File: src/rtl/input_conditioner.sv
// input_conditioner: per-channel synchroniser, debouncer and edge detector
// for raw board inputs in the clk domain.
//
// Ports:
//   clk        main clock
//   rst        asynchronous active-high reset
//   sig_i      raw asynchronous inputs, one bit per channel
//   sig_o      debounced level
//   rise_o     one-cycle pulse when sig_o[i] goes 0->1
//   fall_o     one-cycle pulse when sig_o[i] goes 1->0
//   changed_o  rise_o | fall_o
//   clear_i    clears event_o[i] (event latch build only)
//   event_o    sticky edge flag (event latch build only, else tied to 0)
//
// Optional feature: define INPUT_COND_EVENT_LATCH_EN to build the sticky
// event_o flags; otherwise event_o is constant 0 and clear_i is ignored.
module input_conditioner #(
    parameter int unsigned         Channels   = 4,
    parameter int unsigned         Period     = 100,
    parameter int unsigned         SyncStages = 2,
    parameter logic [Channels-1:0] ResetValue = '0
) (
    input  logic                clk,
    input  logic                rst,
    input  logic [Channels-1:0] sig_i,
    output logic [Channels-1:0] sig_o,
    output logic [Channels-1:0] rise_o,
    output logic [Channels-1:0] fall_o,
    output logic [Channels-1:0] changed_o,
    input  logic [Channels-1:0] clear_i,
    output logic [Channels-1:0] event_o
);

    localparam int unsigned CntW = $clog2(Period + 1);
    localparam logic [CntW-1:0] LastCnt = CntW'(Period - 1);

    typedef enum logic {
        ST_STABLE   = 1'b0,
        ST_COUNTING = 1'b1
    } state_t;

    logic [Channels-1:0] sync_q [SyncStages];
    logic [Channels-1:0] s;

    state_t              state_q [Channels];
    state_t              state_d [Channels];
    logic [CntW-1:0]     cnt_q   [Channels];
    logic [CntW-1:0]     cnt_d   [Channels];
    logic [Channels-1:0] level_d;
    logic [Channels-1:0] rise_d;
    logic [Channels-1:0] fall_d;

    // Synchroniser chain; the last stage is the metastability-safe sample.
    always_ff @(posedge clk or posedge rst) begin
        if (rst) begin
            for (int j = 0; j < SyncStages; j++) begin
                sync_q[j] <= ResetValue;
            end
        end else begin
            sync_q[0] <= sig_i;
            for (int j = 1; j < SyncStages; j++) begin
                sync_q[j] <= sync_q[j-1];
            end
        end
    end

    assign s = sync_q[SyncStages-1];

    // Debounce state, counters and registered outputs.
    always_ff @(posedge clk or posedge rst) begin
        if (rst) begin
            for (int i = 0; i < Channels; i++) begin
                state_q[i] <= ST_STABLE;
                cnt_q[i]   <= '0;
            end
            sig_o     <= ResetValue;
            rise_o    <= '0;
            fall_o    <= '0;
            changed_o <= '0;
        end else begin
            for (int i = 0; i < Channels; i++) begin
                state_q[i] <= state_d[i];
                cnt_q[i]   <= cnt_d[i];
            end
            sig_o     <= level_d;
            rise_o    <= rise_d;
            fall_o    <= fall_d;
            changed_o <= rise_d | fall_d;
        end
    end

    // Per-channel next state: accept s only after it has differed from
    // sig_o on Period consecutive edges; any agreement restarts the count.
    always_comb begin
        state_d = state_q;
        cnt_d   = cnt_q;
        level_d = sig_o;
        rise_d  = '0;
        fall_d  = '0;
        for (int i = 0; i < Channels; i++) begin
            case (state_q[i])
                ST_STABLE: begin
                    cnt_d[i] = '0;
                    if (s[i] != sig_o[i]) begin
                        if (LastCnt == '0) begin
                            // Period == 1: accept on the first differing edge.
                            level_d[i] = s[i];
                            rise_d[i]  = s[i];
                            fall_d[i]  = ~s[i];
                        end else begin
                            cnt_d[i]   = CntW'(1);
                            state_d[i] = ST_COUNTING;
                        end
                    end
                end
                ST_COUNTING: begin
                    if (s[i] == sig_o[i]) begin
                        cnt_d[i]   = '0;
                        state_d[i] = ST_STABLE;
                    end else if (cnt_q[i] == LastCnt) begin
                        level_d[i] = s[i];
                        rise_d[i]  = s[i];
                        fall_d[i]  = ~s[i];
                        cnt_d[i]   = '0;
                        state_d[i] = ST_STABLE;
                    end else begin
                        cnt_d[i] = cnt_q[i] + CntW'(1);
                    end
                end
                default: begin
                    cnt_d[i]   = '0;
                    state_d[i] = ST_STABLE;
                end
            endcase
        end
    end

`ifdef INPUT_COND_EVENT_LATCH_EN
    // Sticky edge flags; a new edge on the same edge as clear_i keeps the flag set.
    always_ff @(posedge clk or posedge rst) begin
        if (rst) begin
            event_o <= '0;
        end else begin
            event_o <= (event_o & ~clear_i) | rise_d | fall_d;
        end
    end
`else
    logic unused_clear;
    assign unused_clear = ^clear_i;
    assign event_o      = '0;
`endif

endmodule

File: config.mk
export PLATFORM = sky130hd
export DESIGN_NAME = input_conditioner
export DESIGN_NICKNAME = d
export VERILOG_FILES = /design/src/rtl/input_conditioner.sv
export SDC_FILE = /design/constraint.sdc
export NUM_CORES = 1
export LEC_CHECK = 0
export CORE_UTILIZATION = 43
export CTS_CLUSTER_DIAMETER = 150
export DETAILED_ROUTE_END_ITERATION = 6
export GPL_ROUTABILITY_DRIVEN = 0
export HOLD_SLACK_MARGIN = 0.1
export SLEW_MARGIN = 20
export SYNTH_ARGS = -nofsm -noshare
export SYNTH_HDL_FRONTEND = slang
export SYNTH_SLANG_ARGS = --single-unit
File: constraint.sdc
create_clock -name clk -period 4.8 [get_ports clk]
set_input_delay 0.96 -clock clk [delete_from_list [all_inputs] [get_ports clk]]
set_output_delay 0.96 -clock clk [all_outputs]
set_load 0.03 [all_outputs]
# Word level (Yosys, flattened, before mapping)
# Cells that the tools add are included.
# Widths: inputs -> output; s select.
classes:
  addsub: 4
  eq_ne: 12
  muxes: 56
  bitwise_logic: 13
  reduce_logical: 4
ops:
  columns: ["op", "n"]
  rows:
  - ["$mux 7", 8]
  - ["$pmux 7 s2", 4]
  - ["$mux 1", 40]
  - ["$add 7x1->7 const B", 4]
  - ["$eq 7x7->1 const B", 4]
  - ["$not 1->1", 12]
  - ["$reduce_and 3->1", 4]
  - ["$pmux 1 s2", 4]
  - ["$eq 1x1->1", 4]
  - ["$ne 1x1->1", 4]
  - ["$or 4x4->4", 1]
totals:
  register_bits: 56
  input_bits: 10
  out_inout_bits: 20
  wordCells: 106

# Longest topological paths before layout
# Gate-level depths: netlist of run 1.
depth:
  ltp_word: 5
  ltp_mapped: 4
  mapped_depth_nobuf: 4

# Least setup slack after synthesis of run 1
# OpenSTA, ideal clock, no wires.
synth_path:
  path_kind: "register to register"
  startpoint: "reg cnt_q[21] (netlist bit)"
  endpoint: "reg sig_o[0]"
  setup_ns: 0.125
  t_arrival_ns: 1.399
  t_required_ns: 4.675
  path_slack_ns: 3.276
  stages_incl_launch_ff: 5
  path_buffers: 0
  synth_period_minus_slack_ns: 1.524
  path_cell_list: "dfrtp_1 ha_1 nand4b_4 nor4b_4 mux2_2"
synth_between:
  elab_chain_cells: 2
synth_lines:
  columns: ["item", "line_no", "source"]
  rows:
  - ["from (decl)", "47", "logic [CntW-1:0] cnt_q [Channels];"]
  - ["from (signal, indexed assignment)", "83", "cnt_q[i] <= cnt_d[i];"]
  - ["$eq 7x7->1", "120", "end else if (cnt_q[i] == LastCnt) begin"]
  - ["$reduce_and 3->1 (no source line)", null, null]
  - ["to (signal assigned)", "76", "sig_o <= ResetValue;"]
  - ["to (signal assigned)", "85", "sig_o <= level_d;"]
  - ["to (decl)", "26", "output logic [Channels-1:0] sig_o,"]
# Every way passes these cells.
# A chain may end at the register's enable or synchronous reset.

# Worst setup path in the final report of run 1
layout_path:
  startpoint: "reg sig_o[0]"
  endpoint: "out sig_o[0]"
# No word-level cell between the ends.

==> out/metrics.yaml, run 1 <==
cts_tree: "yes"
clkSinkCount: 56
required_ns: 3.84
synth_top_cell_area_share_pct: 57.3
stdcell_count: 298
synth_top_area_cell: "dfrtp_1"
routed.top_layer: "met4"
critPathArrivalTime_ns: 1.46
grt_pass1_vias: 1456
synth_area_per_cell_sq_um: 12.2
final_cell_area_sq_mm: 0.00280
globalRouteOverflowTotal: 0
synth_seq_area_share_pct: 57.3
htreeDepth: 2
combPwrFrac_pct: 5.1
num_vias: 1493
drtIter0Drc: 99
yosys-top-cells-count: "dfrtp_1, nor2_1, nand3_1, xor2_1, a21oi_1"
regToRegStartpoint: "cnt_q[0]"
maxCapViolations: 0
seqCellArea_sq_mm: 0.00140
leakage_nw: 1.31
path_max_fanout: 5
postCtsSetupBuffers: 0
cts-root-buf: "clkbuf_8"
crit_start: "sig_o[0]"
worstSetupEndpointType: "output port"
antenna_found_initial: 0
fin_skew_ns: 0.00743
slew-limit-headroom_pct: 63.2
pwr_density_cell_mw_per_mm2: 276
path_clk_slew_ns: 0.09
grt_pass1_wl_microns: 6480
layout.nets: 240
worst_pin_slew_ns: 0.552
multi_input_area_sq_um: 980
synth_edf_count: 0
fin_crit_ns: 2.42
n_antenna_cell: 0
synth.distinct_cells: 30
p_int_w: 0.000595
area_delta_synth_final_pct: 14.5
min_path_type: "reg2reg"
post-route-period-util_pct: 50.5
ys.warnings.count: 0
grt_max_degree: 42
fp.dieH_microns: 77.4
path_class: "reg2out"
setup_viol: 0
fmax_mhz: 412
rows: 27
avgViaCountPerCell: 5.01
critPathMaxStageDelay_ns: 0.71
hold_buffers: 0
synth_async_sr_flop_share_pct: 100
drive_gt1_share_pct: 11.1
pwr-share-clk_pct: 31.4
hold_path.startpoint: "sync_q[5]"
postCtsResizedCells: 0
synth_most_common_cell: "dfrtp_1"
sw_frac_of_total_pct: 23.0
hold_viol: 0
crit_path_cell_trace: "clkdlybuf4s50_1"
cp_top_family: "buffers and inverters"
grtUsageTotal_pct: 13.7
ir_drop_mv: 0.117
seqPwrFrac_pct: 63.5
hpwl_microns: 2510
ys_ff_latch: 56
wl_met2_microns: 1690
met3_length_microns: 123
antenna_left: 0
synth_area_leaders: "dfrtp_1, xor2_1, nand4b_4, nor2_1, nor4b_4"
slew_violations: 0
portBuffers: 21
synthCells: 201
p_sw_w: 0.000178
hold_slack_ns: 0.356
timing.critical_path.buf_inv: 1
clk_latency_ns: 0.31
dp_cells: 291
drc: 0
synth_area_sq_mm: 0.00244
post_drt_wl_per_cell_microns: 12.1
placed_cell_area_sq_mm: 0.00272
cts_buffers: 5
cp_slowest_cell: "clkdlybuf4s50_1"
start_util_pct: 44.4
cp-start-kind: "flip-flop"
firstDrtPassIters: 4
synth_flop_cell: "dfrtp_1"
die_x_microns: 77.4
tns_ns: 0
fillers: 509
coreArea_sq_mm: 0.00551
clk_path_buf_depth: 2
rsz0062_at_grt: "false"
status: "finished clean"
finalWirelength_microns: 3610
io_pins: 30
wl_met1_microns: 1740
dieArea_sq_mm: 0.00599
[placed cells by master, fill, tap and decap left out, drive strengths merged, types with 4 or more instances in the layout]
cell,netlist,routed
a21oi,11,11
and3,4,4
clkbuf,3,5
clkdlybuf4s50,0,21
conb,1,4
dfrtp,56,56
ha,4,4
inv,8,8
mux2,4,4
nand2,10,10
nand3,12,12
nor2,19,19
nor3,5,5
nor4b,4,4
o21ai,8,8
or3,8,8
xnor2,7,7
xor2,12,12
[per-stage QoR]
step | util [%] | total power, W | worst slack (ns)
after global placement | 49.4 | 0.000540 | 2.67
final | 50.9 | 0.000773 | 2.38
after floorplan | - | 0.000530 | 2.47
after detailed placement | 49.4 | 0.000541 | 2.65
after CTS | 50.9 | 0.000789 | 2.35
after global routing | 50.9 | 0.000811 | 2.31
[kinds of logic after synthesis]
| logic type | count (synthesis) | share of synthesized area (%) |
|---|---|---|
| buffers and inverters | 15 | 3.07 |
| XOR/XNOR | 19 | 6.81 |
| flip-flops | 56 | 57.3 |
| adder cells (fa/ha/maj) | 4 | 2.05 |
| AND/OR/NAND/NOR | 74 | 20.8 |
| multiplexers | 4 | 1.84 |
| AO/OA/AOI/OAI | 28 | 7.93 |
| other | 1 | 0.153 |
[sequential cells by signal (all words and copies together), names as in the netlist]
signal / cells
rise_o: 4
s: 4
changed_o: 4
state_q: 4
sig_o: 4
fall_o: 4
sync_q: 4
cnt_q: 28
[cell type report]
type	instances	share of cell area (%)
timing repair buffer	22	7.77
clock buffer	5	2.46
tap	72	3.22
clock inverter	2	0.447
inverter	8	1.07
sequential	56	50.0
multi-input combinational	133	35.0
[layer usage]
| metal | track usage (%) | vias to the layer above |
|---|---|---|
| li1 | - | 755 |
| met1 | 17.2 | 709 |
| met2 | 22.4 | 23 |
| met3 | 3.65 | 6 |
| met4 | 5.66 | 0 |
| met5 | 0 | - |
[path summary, 6_finish.rpt]
kind / to / slack, ns / cells after the start
max reg2reg: sig_o[3] / 3.13 / 4
min reg2reg: s[1] / 0.36 / 0
min: s[1] / 0.36 / 0
max in group asynchronous: cnt_q[27] / 3.08 / 3
max: sig_o[0] / 2.38 / 1
min in group asynchronous: sync_q[7] / 0.93 / 2
[power by group through the flow]
stage	Combinational [W]	Clock (W)	Sequential [W]
final	0.0000397	0.000242	0.000490
after global routing	0.0000458	0.000273	0.000492
after global placement	0.0000407	0	0.000500
after CTS	0.0000412	0.000257	0.000491
after detailed placement	0.0000410	0	0.000500
after floorplan	0.0000325	0	0.000498
(Power assumes the default switching activity.)
==> run 2: changes to the inputs <==
--- a/config.mk
+++ b/config.mk
@@ -10,6 +10,7 @@
 export DETAILED_ROUTE_END_ITERATION = 6
 export GPL_ROUTABILITY_DRIVEN = 0
 export HOLD_SLACK_MARGIN = 0.1
+export PLACE_DENSITY = 0.67
 export SLEW_MARGIN = 20
 export SYNTH_ARGS = -nofsm -noshare
 export SYNTH_HDL_FRONTEND = slang
==> constraint.sdc (replaced) <==
create_clock -name clk -period 2.1 [get_ports clk]
set_input_delay 0.42 -clock clk [delete_from_list [all_inputs] [get_ports clk]]
set_output_delay 0.42 -clock clk [all_outputs]
set_load 0.03 [all_outputs]
==> run 2 against run 1 <==
Clock skew fell by 0.0042 ns. Clock power grew 120%. Total power up 130%. Combinational power grew 140%. Critical endpoint is now sig_o[3]. Largest power group unchanged.
==> out/metrics.yaml, run 2 (synthesis results as in run 1) <==
status: "finished clean"  # unchanged
setup_ws_ns: 0.243  # was 2.38 ns
hold_depth: 0  # unchanged
mostFrequentLayoutCells: "dfrtp_1, clkdlybuf4s50_1, nor2_1"  # unchanged
fin_skew_ns: 0.00320  # was 0.00743 ns
grtUsageTotal_pct: 13.6  # was 13.7%
timing.critical_path.buf_inv: 1  # unchanged
hold_viol: 0  # unchanged
post_drt_wl_per_cell_microns: 11.7  # was 12.1 microns
hold_path.startpoint: "sync_q[5]"  # unchanged
r2r_end: "sig_o[1]"  # was sig_o[3]
tns_ns: 0  # unchanged
path_max_fanout: 5  # unchanged
whs_endpoint: "s[1]"  # unchanged
global_route.usage.met3_pct: 3.53  # was 3.65%
leakage_nw: 1.32  # was 1.31 nW
grt_pass1_vias: 1437  # was 1,456
fin_crit_ns: 1.86
busiest_layer: "met2"  # unchanged
grtUsageMet1_pct: 17.6  # was 17.2%
largest_reg_flops: 28  # unchanged
path_class: "reg2out"  # unchanged
antenna_left: 0  # unchanged
drc: 0  # unchanged
cp_top_family: "buffers and inverters"  # unchanged
setup_viol: 0  # unchanged
drive_gt1_share_pct: 10.6  # was 11.1%
n_antenna_cell: 0  # unchanged
worst-r2r-setup-slack_ns: 0.45  # was 3.13 ns
preCtsSetupSlack_ns: 0.464  # was 2.65 ns
slew-limit-headroom_pct: 64.9  # was 63.2%
crit_path_cell_trace: "clkdlybuf4s50_1"  # unchanged
finalWirelength_microns: 3480  # was 3610 microns
rows: 27  # unchanged
die_x_microns: 77.4  # unchanged
post-route-period-util_pct: 88.4
area_delta_synth_final_pct: 14.9  # was 14.5%
final_common_cell: "dfrtp_1"  # unchanged
grt_pass1_wl_microns: 6440  # was 6480 microns
grt_max_degree: 46  # was 42
worst_pin_slew_ns: 0.526  # was 0.552 ns
ir_drop_mv: 0.309  # was 0.117 mV
regToRegStartpoint: "cnt_q[14]"  # was cnt_q[0]
avgViaCountPerCell: 5.00  # was 5.01
hpwl_microns: 2410  # was 2510 microns
coreArea_sq_mm: 0.00551  # unchanged
cts-root-buf: "clkbuf_8"  # unchanged
start_util_pct: 44.4  # unchanged
cp_slowest_cell: "clkdlybuf4s50_1"  # unchanged
pwr_density_cell_mw_per_mm2: 623  # was 276 mW/mm^2
critPathArrivalTime_ns: 1.44  # was 1.46 ns
clk_path_buf_depth: 2  # unchanged
cts_buffers: 5  # unchanged
portBuffers: 21  # unchanged
rsz0062_at_grt: "false"  # unchanged
maxCapViolations: 0  # unchanged
min_path_type: "reg2reg"  # unchanged
postCtsSetupBuffers: 0  # unchanged
required_ns: 1.68  # was 3.84 ns
path_depth: 1  # unchanged
dieArea_sq_mm: 0.00599  # unchanged
clk_latency_ns: 0.29  # was 0.31 ns
fmax_mhz: 539
layout.nets: 240  # unchanged
num_vias: 1491  # was 1,493
use_met2_pct: 21.9  # was 22.4%
ff2ff_path_depth: 4  # unchanged
critPathMaxStageDelay_ns: 0.71  # about the same
htreeDepth: 2  # unchanged
worstSetupEndpointType: "output port"  # unchanged
slew_violations: 0  # unchanged
clkSinkCount: 56  # unchanged
largest_register: "cnt_q"  # unchanged
hold_buffers: 0  # unchanged
fp.dieH_microns: 77.4  # unchanged
cts_tree: "yes"  # unchanged
postCtsResizedCells: 0  # unchanged
io_pins: 30  # unchanged
drtIter0Drc: 70  # was 99
path_clk_slew_ns: 0.09  # about the same
cp-start-kind: "flip-flop"  # unchanged
antenna_found_initial: 0  # unchanged
globalRouteOverflowTotal: 0  # unchanged
firstDrtPassIters: 4  # unchanged
## run 2: cell count changes in the layout (fill, tap and decap cells not counted)
| cell | before | now |
|---|---|---|
| buf_12 | 0 | 1 |
| clkinvlp_4 | 1 | 0 |
| clkbuf_1 | 0 | 1 |
| buf_4 | 1 | 0 |
## run 2: cell type report
cell class / count / area (sq um)
Fill cell: 502 / 2700
Sequential cell: 56 / 1400
Multi-Input combinational cell: 133 / 980
Timing Repair Buffer: 22 / 230
Tap cell: 72 / 90.1
Clock buffer: 6 / 72.6
Inverter: 8 / 30.0
Clock inverter: 1 / 5.00
## run 2: power by group
part           switching (W)  total (W)  internal, W
clock               0.000307   0.000534     0.000228
sequential         0.0000213    0.00112      0.00110
combinational      0.0000576  0.0000938    0.0000362
## run 2: worst register-to-register path: cells and delay by family (launching register included)
family,cells,cell delay (ns)
and+or+nand+nor,2,0.48
DFF,1,0.41
muxes,1,0.36
adders and majority gates,1,0.29
## run 2: routing by layer
metal / share of wire [%] / vias to the layer above
li1: - / 742
met1: 49 / 724
met2: 48 / 21
met3: 2.2 / 4
met4: 1.2 / 0
met5: 0 / -
## run 2: metrics by stage
stage,utilization (%),power (W),instances,instance area (sq um),hold slack (ns)
2_1_floorplan,-,0.00121,204,2460,0.331
5_1_grt,51.0,0.00185,298,2810,0.372
3_5_place_dp,49.6,0.00124,291,2730,0.338
3_3_place_gp,49.6,0.00124,291,2730,0.334
4_1_cts,51.0,0.00179,298,2810,0.359
6_report,51.0,0.00175,298,2810,0.354
## run 2: worst max-delay path by stage
stage	start	to	slack [ns]
CTS	sig_o[0]	sig_o[0]	0.21
global route	sig_o[3]	sig_o[3]	0.15
detailed placement	cnt_q[0]	sig_o[3]	0.46
finish	sig_o[3]	sig_o[3]	0.24
floorplan	rst	changed_o[0]	0.31
global placement	cnt_q[21]	sig_o[0]	0.48
==> run 3: changes to the inputs <==
--- a/config.mk
+++ b/config.mk
@@ -5,12 +5,12 @@
 export SDC_FILE = /design/constraint.sdc
 export NUM_CORES = 1
 export LEC_CHECK = 0
+export ABC_CLOCK_PERIOD_IN_PS = 1800
 export CORE_UTILIZATION = 43
 export CTS_CLUSTER_DIAMETER = 150
 export DETAILED_ROUTE_END_ITERATION = 6
 export GPL_ROUTABILITY_DRIVEN = 0
 export HOLD_SLACK_MARGIN = 0.1
-export PLACE_DENSITY = 0.67
 export SLEW_MARGIN = 20
 export SYNTH_ARGS = -nofsm -noshare
 export SYNTH_HDL_FRONTEND = slang
==> constraint.sdc (replaced) <==
create_clock -name clk -period 1.8 [get_ports clk]
set_input_delay 0.36 -clock clk [delete_from_list [all_inputs] [get_ports clk]]
set_output_delay 0.36 -clock clk [all_outputs]
set_load 0.03 [all_outputs]
==> run 3 against run 2 <==
Via count is 0.67% higher. Clock skew is 0.0041 ns higher. Cell count rose by 0.34%. Wire length up 4.4%. Flip-flop and latch count unchanged. Non-clock buffer count up 1. Hold slack improved by 0.0043 ns. Count of clock-buffer cells in the layout stayed put. Critical path depth unchanged. Critical endpoint is now sig_o[2].
==> out/metrics.yaml, run 3 (synthesis results as in run 1) <==
status: "finished clean"  # unchanged
slew_violations: 0  # unchanged
grt_max_degree: 57  # was 46
path_class: "reg2out"  # unchanged
seqPwrFrac_pct: 63.8  # was 64.1%
finalWirelength_microns: 3630  # was 3480 microns
r2r_end: "sig_o[1]"  # unchanged
hold_path.startpoint: "sync_q[5]"  # unchanged
use_met2_pct: 22.7  # was 21.9%
area_delta_synth_final_pct: 15.0  # was 14.9%
pwr_density_cell_mw_per_mm2: 730  # was 623 mW/mm^2
dieArea_sq_mm: 0.00599  # unchanged
mostFrequentLayoutCells: "dfrtp_1, nor2_1, clkdlybuf4s50_1"  # was dfrtp_1, clkdlybuf4s50_1, nor2_1
rows: 27  # unchanged
clk_latency_ns: 0.30  # was 0.29 ns
cts-root-buf: "clkbuf_8"  # unchanged
cp_slowest_cell: "clkdlybuf4s50_1"  # unchanged
fin_crit_ns: 1.75
grt_pass1_vias: 1492  # was 1,437
maxCapViolations: 0  # unchanged
grtUsageTotal_pct: 14.2  # was 13.6%
post-route-period-util_pct: 97.2
leakage_nw: 1.34  # was 1.32 nW
globalRouteOverflowTotal: 0  # unchanged
combPwrFrac_pct: 5.4  # about the same
fillers: 491  # was 502
n_antenna_cell: 0  # unchanged
grt_pass1_wl_microns: 6710  # was 6440 microns
fmax_mhz: 572
postCtsSetupBuffers: 0  # unchanged
setup_viol: 0  # unchanged
pwr-share-clk_pct: 30.8  # was 30.6%
cp_top_family: "buffers and inverters"  # unchanged
fp.dieH_microns: 77.4  # unchanged
min_path_type: "reg2reg"  # unchanged
antenna_left: 0  # unchanged
p_int_w: 0.00159  # was 0.00136 W
crit_path_cell_trace: "clkdlybuf4s50_1"  # unchanged
cp-start-kind: "flip-flop"  # unchanged
regToRegStartpoint: "cnt_q[14]"  # unchanged
final_util_pct: 51.1  # was 51.0%
largest_register: "cnt_q"  # unchanged
ff2ff_path_depth: 4  # unchanged
io_pins: 30  # unchanged
coreArea_sq_mm: 0.00551  # unchanged
critPathArrivalTime_ns: 1.39  # was 1.44 ns
final_cell_area_sq_mm: 0.00281  # about the same
portBuffers: 21  # unchanged
drive_gt1_share_pct: 11.0  # was 10.6%
avgViaCountPerCell: 5.02  # was 5.00
htreeDepth: 2  # unchanged
timing.critical_path.buf_inv: 1  # unchanged
required_ns: 1.44  # was 1.68 ns
preCtsSetupSlack_ns: 0.158  # was 0.464 ns
hold_depth: 0  # unchanged
grtUsageMet1_pct: 18.5  # was 17.6%
global_route.usage.met3_pct: 3.29  # was 3.53%
drtIter0Drc: 49  # was 70
worstSetupEndpointType: "output port"  # unchanged
clkSinkCount: 56  # unchanged
post_drt_wl_per_cell_microns: 12.1  # was 11.7 microns
rsz0062_at_grt: "false"  # unchanged
start_util_pct: 44.4  # unchanged
num_vias: 1501  # was 1,491
critPathMaxStageDelay_ns: 0.68  # was 0.71 ns
path_max_fanout: 3  # was 5
cts_buffers: 5  # unchanged
firstDrtPassIters: 4  # unchanged
p_sw_w: 0.000461  # was 0.000386 W
sw_frac_of_total_pct: 22.4  # was 22.1%
setup_ws_ns: 0.0503  # was 0.243 ns
tns_ns: 0  # unchanged
worst-r2r-setup-slack_ns: 0.16  # was 0.45 ns
clk_path_buf_depth: 2  # unchanged
slew-limit-headroom_pct: 65.2  # was 64.9%
fin_skew_ns: 0.00730  # was 0.00320 ns
hold_viol: 0  # unchanged
final_common_cell: "dfrtp_1"  # unchanged
ir_drop_mv: 0.396  # was 0.309 mV
whs_endpoint: "s[1]"  # unchanged
hpwl_microns: 2460  # was 2410 microns
cts_tree: "yes"  # unchanged
path_clk_slew_ns: 0.09  # about the same
placed_cell_area_sq_mm: 0.00274  # was 0.00273 sq mm
largest_reg_flops: 28  # unchanged
die_x_microns: 77.4  # unchanged
layout.nets: 241  # was 240
busiest_layer: "met2"  # unchanged
drc: 0  # unchanged
worst_pin_slew_ns: 0.522  # was 0.526 ns
antenna_found_initial: 0  # unchanged
[run 3: changes by cell type in the layout (fill, tap and decap cells not counted)]
cell             previous run  this run
dlygate4sd2_1               0         3
clkdlybuf4s50_1            21        18
buf_4                       0         1
[run 3: what timing repair did]
action | CTS | global route
hold buffers | 0 | 0
resized for setup | 3 | 0
endpoints found under the setup margin | 3 | 0
[run 3: cell type report]
type	count	area (sq um)	area share, %
Inverter	8	30.0	1.07
Tap cell	72	90.1	3.20
Multi-Input combinational cell	133	980	34.8
Clock buffer	6	72.6	2.58
Timing Repair Buffer	23	234	8.32
Clock inverter	1	5.00	0.178
Sequential cell	56	1400	49.8
[run 3: power groups by stage]
stage	clock network, W	logic, W	registers [W]
3_3_place_gp	0	0.000114	0.00133
2_1_floorplan	0	0.0000866	0.00133
3_5_place_dp	0	0.000115	0.00133
5_1_grt	0.000723	0.000131	0.00131
6_report	0.000633	0.000111	0.00131
4_1_cts	0.000673	0.000116	0.00131
[run 3: how the worst max path moves through the flow]
stage                     startpoint      endpoint  depth (start not counted)
after floorplan                  rst  changed_o[0]                          1
after global placement     cnt_q[21]      sig_o[0]                          4
after detailed placement   cnt_q[14]      sig_o[1]                          4
after CTS                   sig_o[2]      sig_o[2]                          1
after global routing        sig_o[2]      sig_o[2]                          1
final                       sig_o[2]      sig_o[2]                          1
[run 3: per-layer routing]
metal	routed length, microns	up-vias
li1	-	747
met1	1750	723
met2	1710	24
met3	117	7
met4	57	0
met5	0	-
[run 3: stage by stage]
step / hold WS [ns] / power, W / cells
after floorplan: 0.331 / 0.00141 / 204
after global placement: 0.332 / 0.00145 / 292
after detailed placement: 0.338 / 0.00145 / 292
after CTS: 0.361 / 0.00210 / 299
after global routing: 0.371 / 0.00217 / 299
final: 0.358 / 0.00205 / 299
==> RTL change 1: new RTL, flow settings as in run 3 <==
Set the parameter `SyncStages` to 4 (it was 2).
--- a/src/rtl/input_conditioner.sv
+++ b/src/rtl/input_conditioner.sv
@@ -17,7 +17,7 @@
 module input_conditioner #(
     parameter int unsigned         Channels   = 4,
     parameter int unsigned         Period     = 100,
-    parameter int unsigned         SyncStages = 2,
+    parameter int unsigned         SyncStages = 4,
     parameter logic [Channels-1:0] ResetValue = '0
 ) (
     input  logic                clk,
Check against the original RTL: no difference found for any inputs over 10 cycles, from zero or initial values and one cycle with rst high; that may be too few to reach the edited logic, so the function may still have changed.
==> RTL change 1 against run 3 <==
- synthesized area grew 8.2%
- cell area grew 11%
- total power grew 34%
- routed wire length increased by 9.0%
- worst setup slack gained 0.065 ns
- sequential cell count rose by 8
- hold slack worse by 0.0079 ns
==> RTL change 1: results (changes against run 3) <==
Place:
- The detailed placement HPWL came to 2547 um (+3.7%).
- The cell area after placement is 2947 sq um (+7.6%).

STA:
- The final worst hold slack is 0.3500 ns (-0.007941 ns).
- The transition time at the pin with the least slew margin is 0.5112 ns (-0.01060 ns).
- The worst clock skew is 0.01219 ns (+0.004887 ns).

Final layout:
- The post-layout net count was 253 (+5.0%).
- In the final layout, the registers with the most flip-flops are cnt_q (28), sync_q (12).
- The number of antenna cells inserted is 0 (unchanged).
- The count of filler cells inserted in the layout is 518 (+5.5%).
- The proportion of layout cells with a drive suffix above 1 came to 0.1352 (+0.02511).

Route:
- The total number of vias is 1603 (+6.8%).
- The routed wire length was 3953 um (+9.0%).
- The length of the first detailed-routing pass in iterations is 4 (unchanged).
- The starting DRC count in detailed routing is 76 (+55%).

Clock tree:
- The level count of the clock H-tree came to 3 (+1).
- The clock buffer count from CTS is 9 (+4).
- The clock root buffer is clkbuf_8.
- The deepest clock path buffer count is 2 (unchanged).
- The clock transition at the registers of the reported paths was 0.07 ns (-0.02 ns).
- The clock network latency to the later pin of the worst-skew pair was 0.34 ns (+0.04 ns).

Yosys:
- The async set or reset register ratio after synthesis is 1.000 (unchanged).
- The count of distinct cell types in the synthesized netlist is 30 (unchanged).
- By count the netlist is led by 64 x dfrtp_1, 19 x nor2_1, 12 x nand3_1, 12 x xor2_1, 11 x a21oi_1.
- The share of synthesized area occupied by flip-flops and latches came to 0.6055 (+0.03230).
- The number of warnings reported in the yosys synthesis log is 0 (unchanged).
- Ranked by total cell area, the synthesized netlist is headed by dfrtp_1 61%, xor2_1 4.0%, nand4b_4 2.7%.

Worst hold path:
- The worst hold path class is register to register.

Setup path:
- The maximum cell stage delay along the critical path is 0.66 ns (-0.02 ns).
- The arrival time reported for the critical path endpoint is 1.32 ns (-0.07 ns).
- Among cell families on the critical path, the largest total delay comes from buffers and inverters.
- The maximum net fanout on the critical path is 1 (-2).

Global route:
- The largest net degree at the start of global routing was 65 (+14%).
- The global router's overall resource usage is 0.1486 (+0.007049).
- The global-route wire length before repair is 7010 um (+4.5%).
- The initial antenna violation count is 0 (unchanged).

Run status:
- The flow ran to the end, and the final reports show no timing, DRC or antenna violations.

Power and ir drop:
- The leakage power figure came to 1.497 nW (+12%).
- The peak supply drop is 0.4773 mV (+20%).
==> RTL change 1: changes by cell type after synthesis <==
| cell | before | now |
|---|---|---|
| dfrtp_1 | 56 | 64 |
==> RTL change 1: logic make-up (layout without fill, tap and decap cells) <==
family,Yosys count,count (layout),synth area share
fa+ha+maj,4,4,0.01892
xor+xnor,19,19,0.06291
flops,64,64,0.6055
buf+inv,15,47,0.02838
compound gates,28,28,0.07332
mux,4,4,0.01703
other cells,1,4,0.001418
simple gates,74,74,0.1925
==> RTL change 1: worst register-to-register path: stages, from the launching register on <==
cell and delay, ns:
dfrtp_1 0.40, ha_1 0.29, nand4b_4 0.17, nor4b_4 0.31, mux2_2 0.36
==> RTL change 1: per-stage QoR <==
stage / worst slack, ns / instances
finish: 0.1157 / 319
global route: 0.002239 / 319
CTS: 0.02280 / 319
detailed placement: 0.1753 / 303
global placement: 0.1929 / 303
floorplan: 0.2762 / 212
==> RTL change 1: final cells by class <==
cell class	count	area [sq um]	area share
inverters	8	33.78	0.01079
clock inverters	2	12.51	0.003997
clock buffers	14	172.7	0.05516
flip-flops and latches	64	1602	0.5116
well taps	75	93.84	0.02998
repair buffers	23	236.5	0.07554
multi-input cells	133	979.7	0.3130
==> RTL change 1: where the power goes <==
| part | internal, W | leakage, nW | switching, W | total, W |
|---|---|---|---|---|
| sequential | 0.00147 | 0.839 | 0.0000282 | 0.00150 |
| combinational | 0.0000439 | 0.565 | 0.0000708 | 0.000115 |
| clock | 0.000612 | 0.0927 | 0.000526 | 0.00114 |
| total | 0.00213 | 1.50 | 0.000625 | 0.00275 |
==> RTL change 1: routing by layer <==
metal | vias to the layer above | share of wire | wire [um] | track usage
met5 | - | 0 | 0 | 0
met4 | 0 | 0.027 | 106 | 0.1018
met3 | 10 | 0.040 | 158 | 0.04318
met2 | 35 | 0.45 | 1790 | 0.2246
met1 | 771 | 0.48 | 1899 | 0.1822
li1 | 787 | - | - | -
==> RTL change 1: repair_timing <==
action | in CTS | in global routing
endpoints found under the setup margin | 3 | 1
gates resized for setup | 3 | 1
setup buffers | 0 | 0
==> RTL change 1: worst paths after layout <==
check | start | slack (ns) | cells past startpoint | to
max | rise_o[1] | 0.12 | 1 | rise_o[1]
min | sync_q[12] | 0.35 | 0 | sync_q[8]
max reg2reg | cnt_q[21] | 0.16 | 4 | sig_o[0]
min reg2reg | sync_q[12] | 0.35 | 0 | sync_q[8]
max in group asynchronous | rst | 1.09 | 3 | sig_o[3]
min in group asynchronous | rst | 0.46 | 3 | cnt_q[13]
==> RTL change 2: new RTL, config.mk and constraints of run 3 <==
Without the edit above. Add an input register stage for `sig_i`; this delays it by one clock. The other inputs are not delayed to match.
--- a/src/rtl/input_conditioner.sv
+++ b/src/rtl/input_conditioner.sv
@@ -39,6 +39,12 @@
         ST_COUNTING = 1'b1
     } state_t;
 
+    logic [Channels-1:0] sig_q;
+
+    always_ff @(posedge clk) begin
+        sig_q <= sig_i;
+    end
+
     logic [Channels-1:0] sync_q [SyncStages];
     logic [Channels-1:0] s;
 
@@ -57,7 +63,7 @@
                 sync_q[j] <= ResetValue;
             end
         end else begin
-            sync_q[0] <= sig_i;
+            sync_q[0] <= sig_q;
             for (int j = 1; j < SyncStages; j++) begin
                 sync_q[j] <= sync_q[j-1];
             end
Check against the original RTL: same outputs for any inputs over 10 cycles, from zero or initial values and one cycle with rst high; that may be too few to reach the edited logic, so the function may still have changed.
==> RTL change 2 against run 3 <==
- synthesized area grew 3.3%
- global-route usage up 0.54 points
- worst setup slack improved by 0.053 ns
- combinational power is 5% higher
- core utilization grew 2.7 points
- sequential cell count is 4 higher
- total power is 23% higher
- fmax increased by 3.1%
- cell area increased by 6.7%
- final cell count rose by 4.7%
- routed wire length up 4.6%
- largest power group unchanged
==> RTL change 2: results (changes against run 3) <==
Final layout:
- The count of filler cells inserted in the layout is 500 (+1.8%).
- The proportion of layout cells with a drive suffix above 1 is 0.1328 (+0.02265).
- The share of the final layout cell area in multi-input gates was 0.3265 (-0.02179).
- The post-layout net count was 250 (+3.7%).
- The fraction of cell area in non-clock buffers is 0.08549 (+0.002303).
- The final-layout clock buffer total is 14 (+8).

Route:
- The starting DRC count in detailed routing is 83 (+69%).
- The detailed-routed wire length on met2 is 1671 um (-2.0%).
- The routed metal-1 wire length is 1897 um (+8.5%).
- The average wire length per cell after detail routing came to 12.13 um (about the same).
- The total number of vias is 1530 (+1.9%).
- The met3 wire length is 147 um (+26%).

Place:
- The cell area after placement is 2839 sq um (+3.7%).
- The detailed placement HPWL is 2605 um (+6.0%).
- The minimum setup slack after placement is 0.1497 ns (-0.008677 ns).

Yosys:
- The mean instance size in the synthesized netlist came to 12.32 sq um (+1.3%).
- The async set or reset register ratio after synthesis is 0.9333 (-0.06667).
- The count of distinct cell types in the synthesized netlist is 31 (+3.3%).
- The number of synthesized register bits is 60 (+7.1%).
- The share of synthesized area occupied by flip-flops and latches came to 0.5867 (+0.01354).
- Sorting the synthesized cells by area gives the leading types as dfrtp_1 56%, xor2_1 4.2%, dfxtp_1 3.2%.

Power and ir drop:
- The sequential group share of total power was 0.556 (-0.082).
- The leakage power figure was 1.443 nW (+7.9%).
- The power of the clock network is 0.00100 W (+58%).

Clock tree:
- The clock transition at the registers of the reported paths is 0.06 ns (-0.03 ns).
- The level count of the clock H-tree is 3 (+1).

Setup path:
- In this run the worst setup path terminates at fall_o[3].
- The critical register-to-register path startpoint is cnt_q[21].
- The arrival time reported for the critical path endpoint is 1.34 ns (-0.05 ns).
- Tracing the worst setup path back leads to its startpoint at fall_o[3].

Global route:
- The largest net degree at the start of global routing is 22 (-61%).
- The global router's overall resource usage was 0.1469 (+0.005397).
- The met3 usage is 0.04767 (+0.01473).
- The global-route track usage on met2 came to 0.2035 (-0.02396).
- The global-route wire length before repair is 6734 um (+0.42%).

STA:
- The worst clock skew was 0.004701 ns (-0.002603 ns).
- The final worst hold slack was 0.3269 ns (-0.03110 ns).

Run status:
- The flow ran to the end, and the final reports show no timing, DRC or antenna violations.
## RTL change 2: changes by cell type in the layout (fill, tap and decap cells not counted), sizes merged
cell	run 3	this run
dfxtp	0	4
clkinv	1	2
clkbuf	6	14
clkdlybuf4s50	18	17
buf	2	3
dlymetal6s2s	0	1
## RTL change 2: kinds of logic after synthesis
family          Yosys count  share of synthesized area
simple gates             74                     0.2017
flops                    60                     0.5867
compound gates           28                    0.07681
xor+xnor                 19                    0.06591
buf+inv                  15                    0.02973
fa+ha+maj                 4                    0.01982
mux                       4                    0.01784
other cells               1                   0.001485
## RTL change 2: worst min path at each step
| stage | cells after the start | start | endpoint |
|---|---|---|---|
| global placement | 0 | sig_q[3] | sync_q[7] |
| global route | 0 | sig_q[1] | sync_q[5] |
| finish | 0 | sig_q[3] | sync_q[7] |
| detailed placement | 0 | sig_q[3] | sync_q[7] |
| floorplan | 0 | sig_q[0] | sync_q[4] |
| CTS | 0 | sig_q[3] | sync_q[7] |
